### src/rtl/can_tx_framer_pkg.sv
// Shared constants and types for the CAN base-frame transmitter.
// Field widths, frame tail lengths and the CRC-15 polynomial live here.
package can_tx_framer_pkg;

    typedef enum logic [3:0] {
        ST_IDLE,
        ST_ARB,
        ST_CTRL,
        ST_DATA,
        ST_CRC,
        ST_CRC_DEL,
        ST_ACK,
        ST_EOF,
        ST_IFS
    } state_t;

    localparam logic [14:0] CRC_POLY  = 15'h4599;
    localparam int          ID_W      = 11;
    localparam int          DLC_W     = 4;
    localparam int          CRC_W     = 15;
    localparam int          EOF_LEN   = 7;
    localparam int          IFS_LEN   = 3;
    localparam int          MAX_BYTES = 8;

    // dlc values above 8 still carry eight payload bytes
    function automatic logic [3:0] byte_count(input logic [3:0] dlc);
        return (dlc > 4'(MAX_BYTES)) ? 4'(MAX_BYTES) : dlc;
    endfunction

endpackage

### src/rtl/can_tx_framer_crc.sv
// CRC-15 shift register for CAN; one bit folded in per enabled cycle.
// Cleared synchronously whenever rst is high.
module can_crc
    import can_tx_framer_pkg::*;
(
    input  logic             clk,
    input  logic             rst,
    input  logic             data_in,
    input  logic             enable,
    output logic [CRC_W-1:0] crc_reg
);

    logic feedback;
    assign feedback = data_in ^ crc_reg[CRC_W-1];

    always_ff @(posedge clk) begin
        if (rst) begin
            crc_reg <= '0;
        end else if (enable) begin
            crc_reg <= {crc_reg[CRC_W-2:0], 1'b0} ^ (feedback ? CRC_POLY : '0);
        end
    end

endmodule

### src/rtl/can_tx_framer.sv
// Serialises one base-format CAN data frame per accepted start, with bit
// stuffing from SOF through the CRC field and a registered tx line.
module can_tx_framer
    import can_tx_framer_pkg::*;
#(
    parameter int STUFF_LEN = 5
) (
    input  logic        clk,
    input  logic        rst,
    input  logic        bit_tick,
    input  logic        start,
    input  logic [10:0] id,
    input  logic [3:0]  dlc,
    input  logic [63:0] data,
    output logic        tx,
    output logic        busy,
    output logic        done
);

    localparam int RUN_W = $clog2(STUFF_LEN + 1);

    state_t             state, state_n;
    logic [6:0]         bit_cnt, bit_cnt_n;
    logic [RUN_W-1:0]   run_cnt, run_cnt_n;
    logic               run_val, run_val_n;
    logic               tx_q, tx_n;
    logic               done_q, done_n;
    logic [10:0]        id_q, id_n;
    logic [3:0]         dlc_q, dlc_n;
    logic [63:0]        data_q, data_n;

    logic               accept;
    logic               frame_bit;
    logic               last_bit;
    logic               stuff_zone;
    logic               stuff_now;
    logic               crc_en;
    logic               crc_rst;
    logic [3:0]         n_bytes;
    logic [CRC_W-1:0]   crc_val;
    state_t             next_field;

    assign accept  = (state == ST_IDLE) && start;
    assign crc_rst = rst || accept;
    assign n_bytes = byte_count(dlc_q);
    assign tx      = tx_q;
    assign done    = done_q;
    assign busy    = (state != ST_IDLE);

    can_crc u_crc (
        .clk     (clk),
        .rst     (crc_rst),
        .data_in (frame_bit),
        .enable  (crc_en),
        .crc_reg (crc_val)
    );

    always_ff @(posedge clk) begin
        if (rst) begin
            state   <= ST_IDLE;
            bit_cnt <= '0;
            run_cnt <= '0;
            run_val <= 1'b0;
            tx_q    <= 1'b1;
            done_q  <= 1'b0;
            id_q    <= '0;
            dlc_q   <= '0;
            data_q  <= '0;
        end else begin
            state   <= state_n;
            bit_cnt <= bit_cnt_n;
            run_cnt <= run_cnt_n;
            run_val <= run_val_n;
            tx_q    <= tx_n;
            done_q  <= done_n;
            id_q    <= id_n;
            dlc_q   <= dlc_n;
            data_q  <= data_n;
        end
    end

    // Bit value and end-of-field decode for the current state and counter
    always_comb begin
        frame_bit  = 1'b1;
        last_bit   = 1'b0;
        next_field = state;
        case (state)
            ST_ARB: begin
                // count 0 is SOF, 1..11 the identifier, 12 is RTR
                if (bit_cnt >= 7'd1 && bit_cnt <= 7'(ID_W))
                    frame_bit = id_q[4'(4'd11 - bit_cnt[3:0])];
                else
                    frame_bit = 1'b0;
                last_bit   = (bit_cnt == 7'(ID_W + 1));
                next_field = ST_CTRL;
            end
            ST_CTRL: begin
                if (bit_cnt >= 7'd2)
                    frame_bit = dlc_q[2'(3'd5 - bit_cnt[2:0])];
                else
                    frame_bit = 1'b0;
                last_bit   = (bit_cnt == 7'(DLC_W + 1));
                next_field = (n_bytes == 4'd0) ? ST_CRC : ST_DATA;
            end
            ST_DATA: begin
                frame_bit  = data_q[6'(6'd63 - bit_cnt[5:0])];
                last_bit   = (bit_cnt == ({n_bytes, 3'b000} - 7'd1));
                next_field = ST_CRC;
            end
            ST_CRC: begin
                frame_bit  = crc_val[4'(4'd14 - bit_cnt[3:0])];
                last_bit   = (bit_cnt == 7'(CRC_W - 1));
                next_field = ST_CRC_DEL;
            end
            ST_CRC_DEL: begin
                last_bit   = 1'b1;
                next_field = ST_ACK;
            end
            ST_ACK: begin
                last_bit   = 1'b1;
                next_field = ST_EOF;
            end
            ST_EOF: begin
                // ACK delimiter followed by the seven EOF bits
                last_bit   = (bit_cnt == 7'(EOF_LEN));
                next_field = ST_IFS;
            end
            ST_IFS: begin
                last_bit   = (bit_cnt == 7'(IFS_LEN - 1));
                next_field = ST_IDLE;
            end
            default: begin
                frame_bit  = 1'b1;
            end
        endcase
    end

    always_comb begin
        state_n    = state;
        bit_cnt_n  = bit_cnt;
        run_cnt_n  = run_cnt;
        run_val_n  = run_val;
        tx_n       = tx_q;
        done_n     = 1'b0;
        id_n       = id_q;
        dlc_n      = dlc_q;
        data_n     = data_q;
        crc_en     = 1'b0;
        stuff_zone = (state == ST_ARB) || (state == ST_CTRL) ||
                     (state == ST_DATA) || (state == ST_CRC);
        // a run completed by CRC[0] is still stuffed on the first CRC_DEL tick
        stuff_now  = (stuff_zone || state == ST_CRC_DEL) &&
                     (run_cnt == RUN_W'(STUFF_LEN));

        if (state == ST_IDLE) begin
            if (start) begin
                id_n      = id;
                dlc_n     = dlc;
                data_n    = data;
                state_n   = ST_ARB;
                bit_cnt_n = '0;
                run_cnt_n = '0;
            end
        end else if (bit_tick) begin
            if (stuff_now) begin
                tx_n      = ~run_val;
                run_val_n = ~run_val;
                run_cnt_n = RUN_W'(1);
            end else begin
                tx_n   = frame_bit;
                crc_en = (state == ST_ARB) || (state == ST_CTRL) || (state == ST_DATA);
                if (stuff_zone) begin
                    run_val_n = frame_bit;
                    if (run_cnt != '0 && frame_bit == run_val)
                        run_cnt_n = run_cnt + 1'b1;
                    else
                        run_cnt_n = RUN_W'(1);
                end else begin
                    run_cnt_n = '0;
                end
                if (last_bit) begin
                    bit_cnt_n = '0;
                    state_n   = next_field;
                    done_n    = (state == ST_IFS);
                end else begin
                    bit_cnt_n = bit_cnt + 7'd1;
                end
            end
        end
    end

endmodule

### config.mk
export PLATFORM = sky130hd
export DESIGN_NAME = can_tx_framer
export DESIGN_NICKNAME = d
export VERILOG_FILES = /design/src/rtl/can_tx_framer_pkg.sv /design/src/rtl/can_tx_framer_crc.sv /design/src/rtl/can_tx_framer.sv
export SDC_FILE = /design/constraint.sdc
export NUM_CORES = 1
export LEC_CHECK = 0
export CORE_MARGIN = 2
export CORE_UTILIZATION = 40
export CTS_BUF_LIST = sky130_fd_sc_hd__clkbuf_4 sky130_fd_sc_hd__clkbuf_8
export CTS_CLUSTER_SIZE = 28
export DETAILED_ROUTE_END_ITERATION = 8
export SYNTH_ARGS = -nofsm -noshare
export SYNTH_HDL_FRONTEND = slang
export SYNTH_SLANG_ARGS = --single-unit
### constraint.sdc
create_clock -name clk -period 3.5 [get_ports clk]
set_input_delay 0.35 -clock clk [delete_from_list [all_inputs] [get_ports clk]]
set_output_delay 0.35 -clock clk [all_outputs]
set_load 0.1 [all_outputs]
**Word level (Yosys, flattened, before mapping)**

Cells that the tools add are included.

- Register bits after elaboration: 111
- Bits in latches: 0
- Bits in writable memories: 0
- ROM bits: 0
- Bits of input ports: 83
- Output and inout bits: 3
- Word-level logic and storage cells: 112
- Memories: 0

- $add $sub $neg: 7
- Multipliers: 0
- Divide/modulo/power cells: 0
- Order comparisons: 8
- Eq/ne operators: 18
- Shift operators: 0
- Muxes and demuxes: 38
- Bitwise logic cells: 6
- Reduce and logical (&&, ||, !) cells: 25

Operators by type and width:

| cell | count |
|---|---|
| 2-to-1 mux 7 bit | 5 |
| case mux 4 bit (8 select lines) | 1 |
| 2-to-1 mux 4 bit | 6 |
| 2-to-1 mux 3 bit | 7 |
| equality test 4 x 3 -> 1 bit, second input constant | 4 |
| 2-to-1 mux 15 bit | 1 |
| bitwise XOR 15 bit | 1 |
| equality test 7 x 3 -> 1 bit, second input constant | 2 |
| equality test 7 x 4 -> 1 bit, second input constant | 2 |
| 2-to-1 mux 1 bit | 12 |
| < comparator 4 x 5 -> 1 bit, second input constant | 2 |
| nonzero test 9 bit | 1 |
| binary-select mux 1 bit (select 4 bit) | 2 |
| equality test 4 x 2 -> 1 bit, second input constant | 2 |
| zero test 4 bit | 2 |
| subtractor 4 bit, first input constant | 2 |
| adder 7 x 1 -> 7 bit, second input constant | 1 |
| equality test 7 x 2 -> 1 bit, second input constant | 1 |
| equality test 7 bit | 1 |
| greater-or-equal comparator 7 x 1 -> 1 bit, second input constant | 1 |
| greater-or-equal comparator 7 x 2 -> 1 bit, second input constant | 1 |
| <= comparator 7 x 4 -> 1 bit, second input constant | 1 |
| < comparator 6 x 7 -> 1 bit, second input constant | 1 |
| case mux 1 bit (7 select lines) | 1 |
| 27 further kinds | 42 |

**Longest topological paths before layout**

Gate-level depths: netlist (run 1).

- Depth after elaboration: 12
- Gate-level depth with buffers: 13
- Depth with buffers taken out: 10

**Modules after synthesis**

From an unflattened synthesis (run 1), not the netlist that was laid out.

- Cell total of the unflattened synthesis: 667
- Area total of the unflattened synthesis: 5656.7 µm²

Modules (own cells, without submodules):

| module | instances | cells each | area an instance (µm²) | sequential area each (µm²) |
|---|---|---|---|---|
| can_tx_framer | 1 | 602 | 5003.5 | 1921.8 |
| can_crc | 1 | 65 | 653.1 | 300.3 |

**Least setup slack after synthesis (run 1)**

OpenSTA, ideal clock, no wires.

- Kind: register to register
- From: reg bit_cnt[1]
- To: reg u_crc.crc_reg[14]
- Setup time: 0.060 ns
- Arrival time: 2.659 ns
- Data required time: 3.440 ns
- Setup slack: 0.781 ns
- Cell stages (with the launch flop): 14
- Buffers on the path: 3
- Period minus slack after synthesis: 2.719 ns
- Path through: dfxtp_1 -> buf_6 -> buf_4 -> inv_1 -> ha_1 -> mux4_1 -> nand2b_1 -> o211a_1 -> o21ai_2 -> nand4_2 -> nor2b_4 -> buf_6 -> mux2_4 -> nand3_2

- Cells in the longest elaborated chain, start to end: 8

Ends and longest elaborated chain:

| item | RTL line | source |
|---|---|---|
| start: declaration | can_tx_framer.sv:23 | `logic [6:0] bit_cnt, bit_cnt_n;` |
| start signal: assignment | can_tx_framer.sv:71 | `bit_cnt <= bit_cnt_n;` |
| branches (longest 4 deep; another with subtractor 6 bit) | -- |  |
| case mux 1 bit (4 select lines) * | can_tx_framer.sv:87 | `case (state)` |
| bitwise XOR 1 bit * | can_tx_framer_crc.sv:14 | `assign feedback = data_in ^ crc_reg[CRC_W-1];` |
| 2-to-1 mux 15 bit * | can_tx_framer_crc.sv:20 | `crc_reg <= {crc_reg[CRC_W-2:0], 1'b0} ^ (feedback ? CRC_POLY : '0);` |
| bitwise XOR 15 bit * | can_tx_framer_crc.sv:20 |  |
| end signal: assignment | can_tx_framer_crc.sv:20 |  |
| end: declaration | can_tx_framer_crc.sv:10 | `output logic [CRC_W-1:0] crc_reg` |

Mark *: on every way between the ends. The select of a mux whose other input is x is not followed.
A chain may end at the register's enable or synchronous reset.

**Worst setup path after layout (run 1)**

- From: reg bit_cnt[1]
- To: reg run_cnt[2]

- Cells in the longest elaborated chain, start to end: 12

Ends and longest elaborated chain:

| item | RTL line | source |
|---|---|---|
| branches (longest 4 deep; another with subtractor 6 bit) | -- |  |
| case mux 1 bit (4 select lines) * | can_tx_framer.sv:87 |  |
| equality test 1 bit * | can_tx_framer.sv:174 | `if (run_cnt != '0 && frame_bit == run_val)` |
| logical AND 1 bit * | can_tx_framer.sv:174 |  |
| 2-to-1 mux 3 bit * | can_tx_framer.sv:174 |  |
| 2-to-1 mux 3 bit * | can_tx_framer.sv:172 | `if (stuff_zone) begin` |
| 2-to-1 mux 3 bit * | can_tx_framer.sv:165 | `if (stuff_now) begin` |
| 2-to-1 mux 3 bit * | can_tx_framer.sv:164 | `end else if (bit_tick) begin` |
| 2-to-1 mux 3 bit * | can_tx_framer.sv:155 | `if (state == ST_IDLE) begin` |
| end signal: assignment | can_tx_framer.sv:72 | `run_cnt <= run_cnt_n;` |
| end: declaration | can_tx_framer.sv:24 | `logic [RUN_W-1:0] run_cnt, run_cnt_n;` |

Marked as above.

==> impl_metrics.csv, run 1 <==
group,metric,value,unit
run_status,status,"complete, no violations",
worst_setup_path,r2r_start,"bit_cnt[1]",
synth,synth_edf_count,0,
floorplanning,fp.dieH,124,um
synth,ys_ff_latch,111,
floorplanning,initial_core_util,40.4,%
pwr,cellPowerDensity,379,mW/mm2
place,globalplace.congestion,0.877,
synth,synth_area_leaders,"dfxtp_1, nand2_1, a21oi_1",
worst_setup_path,reg2reg_depth,8,
min_path,hold_path_end,"bit_cnt[1]",
place,dp_hpwl,10.2,mm
sta,tightest_slew,0.975,ns
clocking,cts_buffer_depth,2,
route,post-route-drc-count,0,
clocking,htree_levels,3,
synth,synth_cell_types,68,
worst_setup_path,reg2reg_slack,0.52,ns
route,drtIter0Drc,266,
sta,period_needed,2.98,ns
place,port_buffers,85,
layout,largest_reg_flops,64,
synth,synth_most_common_cell,"nand2_1",
clocking,cts_hold_buf,0,
grt,antenna_found_initial,0,
place,place_area,0.00669,mm2
clocking,cts_tree,"yes",
layout,design_area,0.00690,mm2
layout,antennaDiodeCount,0,
synth,syn_avg_cell_area,8.40,um2
min_path,min_path_cells,2,
synth,async_flop_share,0,%
synth,ys_warn_count,0,
sta,fmax,0.336,GHz
clocking,cts.sinks,111,
sta,rsz0062_at_grt,"no",
grt,grt_remaining_overflow,0,
clocking,cts-root-buf,"clkbuf_8",
worst_setup_path,r2r-end,"run_cnt[2]",
worst_setup_path,crit_start,"bit_cnt[1]",
worst_setup_path,max_stage_delay,0.60,ns
min_path,worstHoldStart,"rst",
synth,yosys.area.top_type_share,38.3,%
clocking,tritoncts.num_buffers,9,
route,wire_per_inst,15.6,um
job,max_cap_violations,0,
worst_setup_path,end_kind,"register",
worst_setup_path,cp_cell_sequence,"buf_12 -> mux4_2 -> nand3_1 -> a41oi_1 -> o211ai_1 -> nor2b_4 -> xor2_1 -> a41o_1",
route,vias_per_cell,5.35,
worst_setup_path,start_kind,"register",
synth,syn_inst,691,
sta,hold_viol,0,
synth,syn-num-nets,785,
synth,synth_seq_area_share,38.3,%
synth,ys.flop_type,"dfxtp_1",
sta,finalSetupViolations,0,
floorplanning,io_pins,86,
synth,netlist_area,0.00580,mm2
layout,nets,834,
pwr,p_total,2.62,mW
pwr,ir_worst_vdd,0.000238,V
grt,grt_pass1_wl,24.0,mm
clocking,cts.repair.resized,0,
worst_setup_path,path_max_fanout,25,
sta,final.setup_skew,0.0112,ns
worst_setup_path,crit_required,3.85,ns
sta,period_share,85.0,%
route,drtAntennaViolNets,0,
layout,area_delta_synth_final,18.8,%
worst_setup_path,crit_slowest_cell,"dfxtp_1",
sta,tns,0,ns
synth,synthTopCellsByCount,"nand2_1, dfxtp_1, a21oi_1",
route,drt-total-wl,14.5,mm
grt,grt_max_degree,54,
sta,maxSlewViolCount,0,
floorplanning,rows,44,
route,num_vias,4966,
route,first_pass_iters,4,
clocking,cts.clk_slew.worst_paths,0.11,ns
worst_setup_path,crit_arrival,3.32,ns
worst_setup_path,path_class,"register to register",
clocking,cts_setup_buffers,0,
pwr,static-leakage-power,2.53,nW
floorplanning,die_area,0.0155,mm2
clocking,insertion_delay,0.40,ns
floorplanning,coreArea,0.0144,mm2
layout,drive_gt1_share,7.25,%
grt,grt_pass1_vias,5003,
min_path,min_path_type,"input pin to register",
grt,track_usage,18.8,%
floorplanning,dieWidth,124,um
sta,slew_headroom,34.8,%
synth,synth.largest_area_cell,"dfxtp_1",
-- stage by stage --
step / setup slack (ns) / util, % / hold slack (ns) / instances
6_report: 0.524 / 48.0 / 0.426 / 929
5_1_grt: 0.326 / 48.0 / 0.428 / 929
4_1_cts: 0.548 / 48.0 / 0.411 / 929
3_5_place_dp: 0.584 / 46.6 / 0.443 / 913
3_3_place_gp: 0.674 / 46.6 / 0.442 / 913
2_1_floorplan: 0.781 / - / 0.432 / 691
-- power breakdown --
group          internal, mW  switching (mW)
sequential             1.33          0.0472
combinational         0.205           0.223
clock                 0.340           0.469
total                  1.88           0.739
-- cells by family (layout without fill, tap and decap cells) --
logic type                 after synthesis  count (layout)  share of synthesized area (%)
adders and majority gates               11              11                           2.37
and+or+nand+nor                        299             299                           23.5
buffers and inverters                   64             118                           5.30
xor gates and xnor gates                14              14                           3.64
DFF                                    111             111                           38.3
AOI/OAI and AO/OA                      160             160                           16.5
muxes                                   32              32                           10.4
-- worst max-delay path by stage --
stage	slack (ns)	depth (start not counted)	end
after global placement	0.67	8	run_cnt[0]
after global routing	0.33	10	run_cnt[0]
final	0.52	8	run_cnt[2]
after CTS	0.55	8	run_cnt[0]
after detailed placement	0.58	8	run_cnt[0]
after floorplan	0.78	13	u_crc.crc_reg[14]
-- cell type report --
type | count | area (um2)
Inverter | 10 | 37.5
Fill cell | 1401 | 7470
Sequential cell | 111 | 2220
Clock buffer | 9 | 124
Multi-Input combinational cell | 516 | 3280
Tap cell | 184 | 230
Timing Repair Buffer | 92 | 923
Clock inverter | 7 | 80.1
-- critical path: cells and delay by family (launching register included) --
family | cells | cell delay, ns
buf+inv | 1 | 0.25
mux | 1 | 0.53
simple gates | 2 | 0.54
flops | 1 | 0.60
xor+xnor | 1 | 0.28
compound gates | 3 | 0.72
-- cells in the final DEF, fill, tap and decap left out, types with 4 or more instances in the layout --
| master | instances |
|---|---|
| and3_1 | 5 |
| ha_1 | 11 |
| clkbuf_8 | 9 |
| o21ai_0 | 14 |
| mux2i_1 | 6 |
| mux2_2 | 7 |
| nand3b_1 | 4 |
| xor3_1 | 5 |
| a31oi_1 | 6 |
| nor2_1 | 21 |
| clkdlybuf4s50_1 | 83 |
| a221oi_1 | 4 |
| xnor2_1 | 4 |
| inv_1 | 9 |
| dfxtp_1 | 111 |
| buf_4 | 7 |
| a21oi_1 | 104 |
| mux4_1 | 12 |
| nand4_1 | 4 |
| mux4_2 | 6 |
| nand2_1 | 197 |
| xor2_1 | 4 |
| nor3_1 | 9 |
| nor3b_1 | 6 |
| nor2b_1 | 7 |
| nand3_1 | 17 |
| nand2b_1 | 6 |
-- per-layer routing --
layer,global-route usage [%],wire (um)
met5,0,0
met3,3.14,624
met1,25.0,6810
met2,30.9,6820
met4,6.94,220
(Power assumes the default switching activity.)
==> run 2, diff against run 1 <==
- ABC_AREA: default -> 1
- CORE_ASPECT_RATIO: default -> 1.5
- CORE_UTILIZATION: 40 -> 56
- PLACE_DENSITY: default -> 0.82
==> run 2 against run 1 <==
Count of clock-buffer cells in the layout up 1. First-iteration DRC count up 32%. Utilization up 19 points. Critical path depth up 6. Worst hold slack better by 0.030 ns. Combinational power rose to 5.2 times the previous value. Sequential cell count unchanged. Critical endpoint is now u_crc.crc_reg[4]. Fmax up 9.8%. Clock power down 10%. Register-to-register slack better by 0.27 ns.
==> impl_metrics.csv, run 2 <==
group,metric,value,unit
run_status,status,"complete, no violations",
sta,period_needed,2.71,ns
job,max_cap_violations,0,
worst_setup_path,crit_slowest_cell,"dfxtp_1",
clocking,cts.clk_slew.worst_paths,0.11,ns
min_path,min_path_type,"register to register",
worst_setup_path,r2r-end,"u_crc.crc_reg[4]",
sta,hold_viol,0,
worst_setup_path,start_kind,"register",
route,post-route-drc-count,0,
pwr,ir_worst_vdd,0.000398,V
place,globalplace.congestion,0.982,
synth,ys.flop_type,"dfxtp_1",
synth,synth_cell_types,31,
worst_setup_path,path_max_fanout,10,
layout,largest_reg_flops,64,
clocking,cts_buffer_depth,2,
place,port_buffers,85,
synth,netlist_area,0.00580,mm2
route,first_pass_iters,7,
grt,grt_remaining_overflow,0,
synth,synth_most_common_cell,"nand2_1",
floorplanning,io_pins,86,
layout,final_cell_mix,"nand2_1, a21oi_1, dfxtp_1",
grt,grt_pass1_wl,24.3,mm
synth,syn-num-nets,969,
pwr,static-leakage-power,2.87,nW
pwr,cellPowerDensity,691,mW/mm2
floorplanning,die_area,0.0112,mm2
grt,track_usage,27.4,%
synth,synth_edf_count,0,
floorplanning,dieWidth,87.1,um
sta,finalSetupViolations,0,
synth,ys_ff_latch,111,
sta,fmax,0.369,GHz
place,dp_hpwl,10.8,mm
floorplanning,coreArea,0.0101,mm2
synth,synth_area_leaders,"dfxtp_1, nand2_1, a21oi_1",
clocking,cts.repair.resized,0,
worst_setup_path,end_kind,"register",
sta,period_share,77.4,%
place,place_area,0.00665,mm2
worst_setup_path,cp_num_buf_inv,2,
worst_setup_path,reg2reg_slack,0.79,ns
sta,whs,0.456,ns
synth,ys_warn_count,0,
worst_setup_path,crit_start,"bit_cnt[3]",
route,drtAntennaViolNets,0,
worst_setup_path,reg2reg_depth,14,
worst_setup_path,cp_top_family,"simple AND/OR/NAND/NOR gates",
worst_setup_path,cp_cell_sequence,"clkinv_1 -> ha_1 -> a21oi_1 -> nand3_1 -> nand3_1 -> nor2_1 -> nand2_1 -> nand2_1 -> nor2_4 -> nand3_1 -> nand3_1 -> nand3_1 -> nand2_1 -> inv_1",
synth,synth.largest_area_cell,"dfxtp_1",
place,dpl.cell_count,1037,
synth,syn_inst,875,
layout,nFillCells,919,
synth,syn_avg_cell_area,6.63,um2
route,wire_per_inst,14.1,um
worst_setup_path,max_stage_delay,0.63,ns
layout,final_common_cell,"nand2_1",
sta,rsz0062_at_grt,"no",
floorplanning,initial_core_util,57.2,%
floorplanning,rows,45,
floorplanning,fp.dieH,129,um
clocking,cts-root-buf,"clkbuf_8",
grt,grt_pass1_vias,5257,
sta,maxSlewViolCount,0,
pwr,p_total,4.72,mW
worst_setup_path,endpoint,"u_crc.crc_reg[4]",
layout,finalNonFillerCells,1053,
worst_setup_path,crit_arrival,3.01,ns
worst_setup_path,path_class,"register to register",
layout,design_area,0.00683,mm2
clocking,cts_hold_buf,0,
clocking,tritoncts.num_buffers,9,
synth,yosys.area.top_type_share,38.3,%
sta,tightest_slew,0.959,ns
clocking,cts.sinks,111,
worst_setup_path,r2r_start,"bit_cnt[3]",
route,drt-total-wl,14.9,mm
worst_setup_path,crit_required,3.80,ns
clocking,insertion_delay,0.39,ns
layout,nets,1025,
clocking,htree_levels,3,
sta,tns,0,ns
sta,slew_headroom,35.8,%
clocking,cts_tree,"yes",
clocking,cts_setup_buffers,0,
layout,drive_gt1_share,5.45,%
grt,antenna_found_initial,0,
synth,synth_seq_area_share,38.3,%
synth,async_flop_share,0,%
layout,antennaDiodeCount,0,
grt,grt_max_degree,73,
layout,area_delta_synth_final,17.7,%
worst_setup_path,worst-path-stages,14,
worst_setup_path,cpMostUsedCell,"nand3_1",
sta,final.setup_skew,0.0132,ns
route,num_vias,5757,
route,vias_per_cell,5.47,
route,drtIter0Drc,350,
synth,synthTopCellsByCount,"nand2_1, a21oi_1, dfxtp_1",
==> run 2: cell count changes after synthesis, sizes merged, moves of 8 or more <==
cell	previous run	this run
o21ai	17	87
a21oi	104	125
nor2	21	61
nand2	198	185
nand3	20	104
mux2	8	0
inv	10	110
mux4	18	0
nor2b	8	0
==> run 2: metrics by stage <==
step | utilization [%] | setup slack (ns)
floorplan | - | 1.26
CTS | 67.4 | 0.806
detailed placement | 65.6 | 0.844
finish | 67.4 | 0.789
global placement | 65.6 | 0.874
global route | 67.4 | 0.537
==> run 2: cell families after synthesis <==
kind of cell / Yosys count / share of synthesized area, %
buffers and inverters: 162 / 11.5
and+or+nand+nor: 358 / 26.7
xor gates and xnor gates: 8 / 1.21
adders and majority gates: 11 / 2.37
DFF: 111 / 38.3
AOI/OAI and AO/OA: 225 / 20.0
==> run 2: worst min-delay path: cells and delay by family, from the launching register on <==
family | cells | cell delay [ns]
flip-flops | 1 | 0.31
buffers and inverters | 1 | 0.06
AO/OA/AOI/OAI | 1 | 0.05
==> run 2: layer usage <==
layer / GRT usage (%) / part of all wire (%) / vias up
met5: 0 / 0 / -
met4: 13.8 / 4.6 / 0
met3: 3.98 / 4.5 / 42
met2: 48.4 / 51 / 171
met1: 31.9 / 40 / 2586
li1: - / - / 2958
==> run 2: cell type report <==
| class | count | area, um2 | area share (%) |
|---|---|---|---|
| Timing Repair Buffer | 95 | 936 | 13.7 |
| Clock buffer | 10 | 138 | 2.02 |
| Multi-Input combinational cell | 602 | 2920 | 42.8 |
| Tap cell | 117 | 146 | 2.14 |
| Sequential cell | 111 | 2220 | 32.6 |
| Inverter | 112 | 420 | 6.16 |
| Clock inverter | 6 | 41.3 | 0.605 |
==> run 2: worst min path at each step <==
stage / start / endpoint / slack, ns / cells after the start
after floorplan: id_q[5] / id_q[5] / 0.42 / 2
after global placement: data_q[58] / data_q[58] / 0.44 / 2
after detailed placement: data_q[25] / data_q[25] / 0.44 / 2
after CTS: id_q[7] / id_q[7] / 0.46 / 2
after global routing: id_q[5] / id_q[5] / 0.48 / 2
final: id_q[7] / id_q[7] / 0.46 / 2
==> run 2: power breakdown <==
group | switching [mW] | internal (mW)
combinational | 1.48 | 0.728
clock | 0.445 | 0.283
sequential | 0.203 | 1.58
==> run 3, diff against run 2 <==
- CORE_UTILIZATION: 56 -> 51
- PLACE_DENSITY: 0.82 -> 0.79
- clock period: 3.5 -> 2.3 ns (I/O delays scaled with it)
==> run 3 against run 2 <==
Die area is 9.4% higher. Sequential power up 49%. Non-clock buffer count is 23 higher.
==> impl_metrics.csv, run 3 (synthesized netlist as in run 2, its figures left out) <==
group,metric,value,unit
clocking,tritoncts.num_buffers,9,
clocking,htree_levels,3,
grt,track_usage,26.0,%
clocking,insertion_delay,0.38,ns
worst_setup_path,reg2reg_depth,14,
grt,grt_pass1_vias,5709,
place,dp_slack,0.0335,ns
place,place_area,0.00689,mm2
layout,multi_input_area,0.00299,mm2
clocking,cts-root-buf,"clkbuf_8",
clocking,cts.clk_slew.worst_paths,0.11,ns
sta,period_share,95.5,%
grt,grt_remaining_overflow,0,
place,dpl.cell_count,1090,
clocking,cts.sinks,111,
grt,grt_pass1_wl,25.6,mm
layout,nFillCells,1080,
floorplanning,coreArea,0.0111,mm2
min_path,min_path_cells,3,
layout,nets,1048,
pwr,p_total,7.56,mW
worst_setup_path,crit_required,2.58,ns
layout,final_common_cell,"nand2_1",
sta,hold_viol,0,
layout,largest_reg_flops,64,
route,post-route-drc-count,0,
sta,rsz0062_at_grt,"yes",
grt,antenna_found_initial,0,
worst_setup_path,path_max_fanout,9,
layout,post-route-util,64.7,%
floorplanning,die_area,0.0123,mm2
sta,finalSetupViolations,0,
sta,period_needed,2.20,ns
worst_setup_path,start_kind,"register",
sta,setup_slack,0.103,ns
layout,design_area,0.00716,mm2
floorplanning,rows,47,
layout,antennaDiodeCount,0,
layout,drive_gt1_share,8.87,%
route,drtIter0Drc,411,
min_path,min_path_type,"input pin to register",
route,wire_per_inst,14.2,um
layout,regArea,0.00222,mm2
worst_setup_path,cpMostUsedCell,"nand3_1",
pwr,ir_worst_vdd,0.000445,V
sta,whs,0.431,ns
sta,final.setup_skew,0.0149,ns
layout,final_cell_mix,"nand2_1, a21oi_1, dfxtp_1",
worst_setup_path,path_class,"register to register",
route,drtAntennaViolNets,0,
worst_setup_path,crit_arrival,2.48,ns
run_status,status,"complete, no violations",
pwr,cellPowerDensity,1060,mW/mm2
clocking,cts_buffer_depth,2,
layout,finalNonFillerCells,1105,
sta,tightest_slew,0.457,ns
pwr,static-leakage-power,3.02,nW
sta,fmax,0.455,GHz
place,dp_hpwl,11.7,mm
worst_setup_path,cp_cell_sequence,"buf_4 -> ha_1 -> xor2_2 -> inv_1 -> nand3_1 -> nand3_1 -> nand2_1 -> nor2_2 -> nor2_4 -> nand2_2 -> nand2_4 -> nand3_1 -> o211ai_2 -> inv_2",
grt,grt_max_degree,85,
job,max_cap_violations,0,
layout,area_delta_synth_final,23.4,%
floorplanning,fp.dieH,135,um
worst_setup_path,end_kind,"register",
sta,slew_headroom,69.5,%
place,globalplace.congestion,0.938,
sta,maxSlewViolCount,0,
worst_setup_path,max_stage_delay,0.43,ns
worst_setup_path,crit_slowest_cell,"dfxtp_2",
route,num_vias,5944,
floorplanning,initial_core_util,52.5,%
floorplanning,io_pins,86,
route,drt-total-wl,15.7,mm
route,vias_per_cell,5.38,
route,first_pass_iters,6,
place,port_buffers,85,
floorplanning,dieWidth,91.1,um
clocking,cts_tree,"yes",
sta,tns,0,ns
clocking,cts_hold_buf,0,
run 3: changes by cell type in the layout (fill, tap and decap cells not counted), moves of 3 or more:
cell and delta:
buf_4 +21, buf_12 +3, nand3_1 -3, clkinv_2 -3
inv_6 -3
run 3: worst max-delay path: cells and delay by family (launching register included):
kind                       cells  cell delay, ns
and+or+nand+nor                8            0.81
AOI/OAI and AO/OA              1            0.08
DFF                            1            0.43
adders and majority gates      1            0.20
buffers and inverters          3            0.34
xor gates and xnor gates       1            0.21
run 3: path summary, 6_finish.rpt:
check | startpoint | to | slack, ns
worst min register to register | id_q[7] | id_q[7] | 0.45
worst max register to register | bit_cnt[0] | u_crc.crc_reg[0] | 0.10
worst max-delay path | bit_cnt[0] | u_crc.crc_reg[0] | 0.10
worst min-delay path | id[0] | id_q[0] | 0.43
run 3: metal layers:
layer | global-route usage [%] | part of all wire (%) | vias up
met3 | 3.46 | 3.0 | 52
met4 | 13.6 | 4.4 | 0
met1 | 26.8 | 39 | 2754
met5 | 0 | 0 | -
li1 | - | - | 2994
met2 | 50.2 | 53 | 144
run 3: layout make-up:
class	instances	share of cell area, %
Multi-Input combinational cell	602	41.8
Timing Repair Buffer	118	16.0
Clock buffer	11	1.94
Sequential cell	111	31.1
Clock inverter	4	0.787
Inverter	112	5.87
Tap cell	147	2.57
run 3: power breakdown:
part	total, mW	internal [mW]	switching [mW]	leakage (nW)
Sequential	2.67	2.41	0.255	0.912
Combinational	3.70	1.31	2.39	2.01
Clock	1.19	0.531	0.663	0.0944
run 3: repair_timing:
| action | in CTS | in global routing |
|---|---|---|
| setup endpoints to repair | 0 | 18 |
| resized for setup | 0 | 15 |
| setup buffers | 0 | 0 |
